### config.mk
export PLATFORM = sky130hd
export DESIGN_NAME = div_unit
export DESIGN_NICKNAME = d
export VERILOG_FILES = /design/src/rtl/div_pkg.sv /design/src/rtl/div_step.sv /design/src/rtl/div_unit.sv
export SDC_FILE = /design/constraint.sdc
export NUM_CORES = 1
export LEC_CHECK = 0
export CAP_MARGIN = 20
export CORE_MARGIN = 3
export CORE_UTILIZATION = 30
export CTS_CLUSTER_SIZE = 12
export DETAILED_ROUTE_END_ITERATION = 8
export PLACE_DENSITY = 0.5
export SLEW_MARGIN = 20
export SYNTH_ARGS = -nofsm -noshare
export SYNTH_HDL_FRONTEND = slang
export SYNTH_SLANG_ARGS = --single-unit
### constraint.sdc
create_clock -name clk -period 12.3 [get_ports clk]
set_input_delay 2.46 -clock clk [delete_from_list [all_inputs] [get_ports clk]]
set_output_delay 2.46 -clock clk [all_outputs]
set_load 0.03 [all_outputs]
### src/rtl/div_pkg.sv
// div_pkg: shared types and constants for the RV32M iterative divider.
package div_pkg;
  typedef enum logic [1:0] {IDLE, CALC, DONE} div_state_t;
  localparam logic [2:0] F3_DIV  = 3'b100;
  localparam logic [2:0] F3_DIVU = 3'b101;
  localparam logic [2:0] F3_REM  = 3'b110;
  localparam logic [2:0] F3_REMU = 3'b111;
  localparam logic [1:0] RESULT_SRC_DIV = 2'b11;
  function automatic logic [31:0] absVal(input logic [31:0] x, input logic isSigned);
    return (isSigned && x[31]) ? -x : x;
  endfunction
endpackage

### src/rtl/div_step.sv
// div_step: one combinational restoring-division iteration on {rem, quo}.
module div_step (
  input  logic [31:0] rem,
  input  logic [31:0] quo,
  input  logic [31:0] divisor,
  output logic [31:0] nextRem,
  output logic [31:0] nextQuo
);
  logic [32:0] shifted, diff;
  // rem < divisor always holds, so a 33-bit trial difference cannot alias.
  assign shifted = {rem, quo[31]};
  assign diff = shifted - {1'b0, divisor};
  assign nextRem = diff[32] ? shifted[31:0] : diff[31:0];
  assign nextQuo = {quo[30:0], ~diff[32]};
endmodule

### src/rtl/div_unit.sv
// div_unit: iterative RV32M DIV/DIVU/REM/REMU, 33-cycle latency.
// Optional DIV_EARLY_OUT_EN finishes divide-by-zero and signed overflow in one cycle.
module div_unit
  import div_pkg::*;
(
  input  logic        clk,
  input  logic        reset,
  input  logic        start,
  input  logic [2:0]  funct3,
  input  logic [31:0] a,
  input  logic [31:0] b,
  output logic [31:0] result,
  output logic        busy,
  output logic        done
);
  div_state_t state;
  logic [4:0] count;
  logic [31:0] rem, quo, divisor, nextRem, nextQuo, qVal, rVal, finalVal, earlyVal;
  logic negQ, negR, isRem, divZero, ovf;
  logic [2:0] op;
  logic inSigned, inRem, inZero, inOvf;
  // Bit 2 of funct3 does not select anything; force it so the package encodings match.
  assign op = funct3 | 3'b100;
  assign inSigned = (op == F3_DIV) || (op == F3_REM);
  assign inRem = (op == F3_REM) || (op == F3_REMU);
  assign inZero = b == 32'd0;
  assign inOvf = inSigned && a == 32'h8000_0000 && b == 32'hFFFF_FFFF;
  assign earlyVal = inZero ? (inRem ? a : 32'hFFFF_FFFF) : (inRem ? 32'd0 : 32'h8000_0000);
  div_step step (.rem(rem), .quo(quo), .divisor(divisor), .nextRem(nextRem), .nextQuo(nextQuo));
  // With a zero divisor the remainder path naturally reproduces a after sign restore.
  assign qVal = divZero ? 32'hFFFF_FFFF : ovf ? 32'h8000_0000 : (negQ ? -nextQuo : nextQuo);
  assign rVal = ovf ? 32'd0 : (negR ? -nextRem : nextRem);
  assign finalVal = isRem ? rVal : qVal;
  always_ff @(posedge clk)
    if (reset) begin
      state <= IDLE;
      busy <= 1'b0;
      done <= 1'b0;
      result <= 32'd0;
      count <= 5'd0;
    end else
      case (state)
        IDLE: begin
          done <= 1'b0;
          if (start) begin
            rem <= 32'd0;
            quo <= absVal(a, inSigned);
            divisor <= absVal(b, inSigned);
            negQ <= inSigned && (a[31] ^ b[31]);
            negR <= inSigned && a[31];
            isRem <= inRem;
            divZero <= inZero;
            ovf <= inOvf;
            count <= 5'd0;
`ifdef DIV_EARLY_OUT_EN
            if (inZero || inOvf) begin
              state <= DONE;
              done <= 1'b1;
              result <= earlyVal;
            end else begin
              state <= CALC;
              busy <= 1'b1;
            end
`else
            state <= CALC;
            busy <= 1'b1;
`endif
          end
        end
        CALC: begin
          rem <= nextRem;
          quo <= nextQuo;
          count <= count + 5'd1;
          if (count == 5'd31) begin
            state <= DONE;
            busy <= 1'b0;
            done <= 1'b1;
            result <= finalVal;
          end
        end
        DONE: begin
          done <= 1'b0;
          state <= IDLE;
        end
        default: state <= IDLE;
      endcase
endmodule

==> flow_summary.toml <==
[status]
status = "completed"

[logic_synthesis]
synthCells = 1287
async_flop_share_pct = 0
syn-num-nets = 1397
seq_area_frac_synth_pct = 35.29
ys_warn_count = 0
synthFlopType = "edfxtp_1"
synth-edff-count = 101
ys_seq_elements = 142
synth_top_area_cell = "edfxtp_1"
synthTopCellsByArea = "edfxtp_1, dfxtp_1, xnor2_1"
avgSynthCellArea_um2 = 8.484
synth_cell_types = 79
syn_area_um2 = 10920
synth_top_cell_area_share_pct = 27.78

[layout]
drive_above_1_share_pct = 4.842
post-route-util_pct = 36.07
syn_to_final_growth_pct = 18.07
fill_cells = 3752
layout.nets = 1460

[floorplanning]
die_area_um2 = 38720
core_area_um2 = 35740
start_util_pct = 30.55
num_io_pins = 104
rows = 69
die_w_um = 196.8
die_height_um = 196.8

[timing]
timing.hold.ws_ps = 460.0
fmax_mhz = 144.3
tightest_slew_ps = 1118
setup_violations = 0
clock_skew_ps = 16.53
fin_ws_ps = 5368
hold_violations = 0
maxSlewHeadroom_pct = 25.44
fin_tns_setup_ps = 0
finalCritPeriodShare_pct = 56.36
slew_violations = 0
rsz0062_at_grt = "no"
min_period_ps = 6932

[global_routing]
grt_max_degree = 64
grt_pass1_wl_um = 53170
grt-ovfl-total = 0
grt_antenna_before_repair = 0
grt_pass1_vias = 9328
grt.total_usage_pct = 17.42

[cts]
post-cts-setup-buffers = 0
cts_made_buffers = 17
ctsHoldBuffers = 0
cts_root_buf = "clkbuf_16"
cts_tree = "yes"
clock_latency_ps = 430
cts.sinks = 142
clock_path_buffers = 2
htree_levels = 4
clk_pin_slew_ps = 70
post_cts_resized = 0

[route]
first_iter_violations = 715
dr.pass1.iters = 7
post-route-drc-count = 0
wl_um = 34570
wl_per_cell_um = 18.94
ant_nets = 0
vias = 9841
vias_per_cell = 5.392

[critical_path]
slowest_stage = "or4b_1"
cp_slowest_stage_delay_ps = 700
path_class = "reg -> reg"
critPathArrivalTime_ps = 7290
path_max_fanout = 45
worstPathRequired_ps = 12660
crit_top_cell = "inv_1"
cp-end-kind = "flop"
start_kind = "flop"
reg2reg_depth = 22
path_cells = "inv_1 -> ha_1 -> inv_1 -> fa_1 -> a211o_1 -> a221oi_2 -> a21o_1 -> a311oi_1 -> o21ai_1 -> and2_4 -> inv_4 -> a21oi_1 -> ha_1 -> inv_1 -> nor4b_1 -> nand2_1 -> a21oi_1 -> a31oi_1 -> or4b_1 -> nand2b_4 -> or4_1 -> a31oi_1"

[power]
leakage_uw = 0.004667
internal_power_uw = 987.3
power_frac_clock_pct = 34.7
ir_worst_vdd_uv = 88.97
power_switching_uw = 510.7
pwr-share-seq_pct = 38.5
power_frac_comb_pct = 26.8
power_density_nw_per_um2 = 116.2
p_sw_share_pct = 34.09

[place]
hpwl_um = 26390
portBuffers = 102
dp_slack_ps = 5470
gp_congestion = 0.8637

[job]
maxCapViolations = 0

[min_path]
whs_path_depth = 2
hold_path_class = "reg -> reg"
[worst max-delay path, delay by kind of cell (launching register included)]
family          cells  cell delay (ps)
compound gates      9             2360
fa+ha+maj           3              830
buf+inv             4              570
flops               1              410
simple gates        6             2640
[power by group through the flow]
| stage | logic, uW | registers (uW) | clock network (uW) |
|---|---|---|---|
| final | 401 | 576 | 521 |
| after global routing | 443 | 579 | 550 |
| after CTS | 404 | 576 | 529 |
| after detailed placement | 402 | 587 | 0 |
| after global placement | 400 | 586 | 0 |
| after floorplan | 283 | 574 | 0 |
[stage by stage]
step | total power (uW) | area [um2] | std cells
after CTS | 1509 | 12890 | 1824
after detailed placement | 988.1 | 12310 | 1792
after global placement | 985.6 | 12310 | 1792
after global routing | 1572 | 12890 | 1824
final | 1498 | 12890 | 1825
after floorplan | 856.8 | 10920 | 1287
[state kept, by name, summed over array words and instances, names as in the netlist]
| name | count |
|---|---|
| negR | 1 |
| quo | 32 |
| rem | 32 |
| state | 2 |
| done | 1 |
| isRem | 1 |
| negQ | 1 |
| ovf | 1 |
| result | 32 |
| divisor | 32 |
| busy | 1 |
| divZero | 1 |
| count | 5 |
[cells in the final DEF, fill, tap and decap left out, drive strengths merged, types with 19 or more instances in the layout]
master and count:
a31oi 19, o31ai 24, clkdlybuf4s50 102, nor2 144, mux2i 37, inv 65, nor3 33, xor2 50
nor4 19, dfxtp 41, nand2 108, xnor2 78, edfxtp 101, ha 39, a21oi 99, o21ai 113
[final timing paths]
path	start	endpoint	slack, ps
setup / recovery	quo[31]$_DFFE_PP_	result[30]$_SDFFE_PP0P_	5370
hold / removal	done$_SDFFE_PP0P_	done$_SDFFE_PP0P_	460
setup reg to reg	quo[31]$_DFFE_PP_	result[30]$_SDFFE_PP0P_	5370
hold reg to reg	done$_SDFFE_PP0P_	done$_SDFFE_PP0P_	460
[synthesized netlist by cell type (13+ instances only)]
| cell type | n |
|---|---|
| and3_1 | 13 |
| mux2i_1 | 36 |
| clkbuf_1 | 51 |
| edfxtp_1 | 101 |
| inv_1 | 56 |
| nand2_1 | 108 |
| dfxtp_1 | 41 |
| nor3_1 | 33 |
| a31oi_1 | 19 |
| xor2_1 | 50 |
| nor2_1 | 144 |
| or4_1 | 15 |
| xnor2_1 | 78 |
| nand4_1 | 17 |
| nand2b_1 | 14 |
| or3_1 | 16 |
| o41ai_1 | 13 |
| ha_1 | 39 |
| nor4_1 | 18 |
| o21ai_0 | 111 |
| o31ai_1 | 24 |
| nand3_1 | 14 |
| a21oi_1 | 99 |
[kinds of logic after synthesis]
logic type	Yosys count	share of synthesized area [%]
adders and majority gates	40	4.652
xor gates and xnor gates	128	10.27
AOI/OAI and AO/OA	374	21.75
buffers and inverters	123	4.526
and+or+nand+nor	436	19.37
DFF	142	35.29
muxes	44	4.148
[cell type report]
class                      count  area, um2  share of cell area (%)
multi-input combinational   1022       6593                   51.14
sequential                   142       3854                   29.89
tap                          461      576.8                   4.474
clock buffer                  17      425.4                   3.300
clock inverter                15      147.6                   1.145
timing repair buffer         109       1074                   8.327
antenna                        1      2.502                 0.01941
inverter                      58      220.2                   1.708
[layer usage]
layer / vias to the layer above / part of all wire [%] / track usage, %
li1: 4869 / - / -
met1: 4710 / 46 / 23.43
met2: 224 / 48 / 29.50
met3: 38 / 4.2 / 2.444
met4: 0 / 2.0 / 4.593
met5: - / 0 / 0
Note: power is estimated with default switching activity, not from simulation.
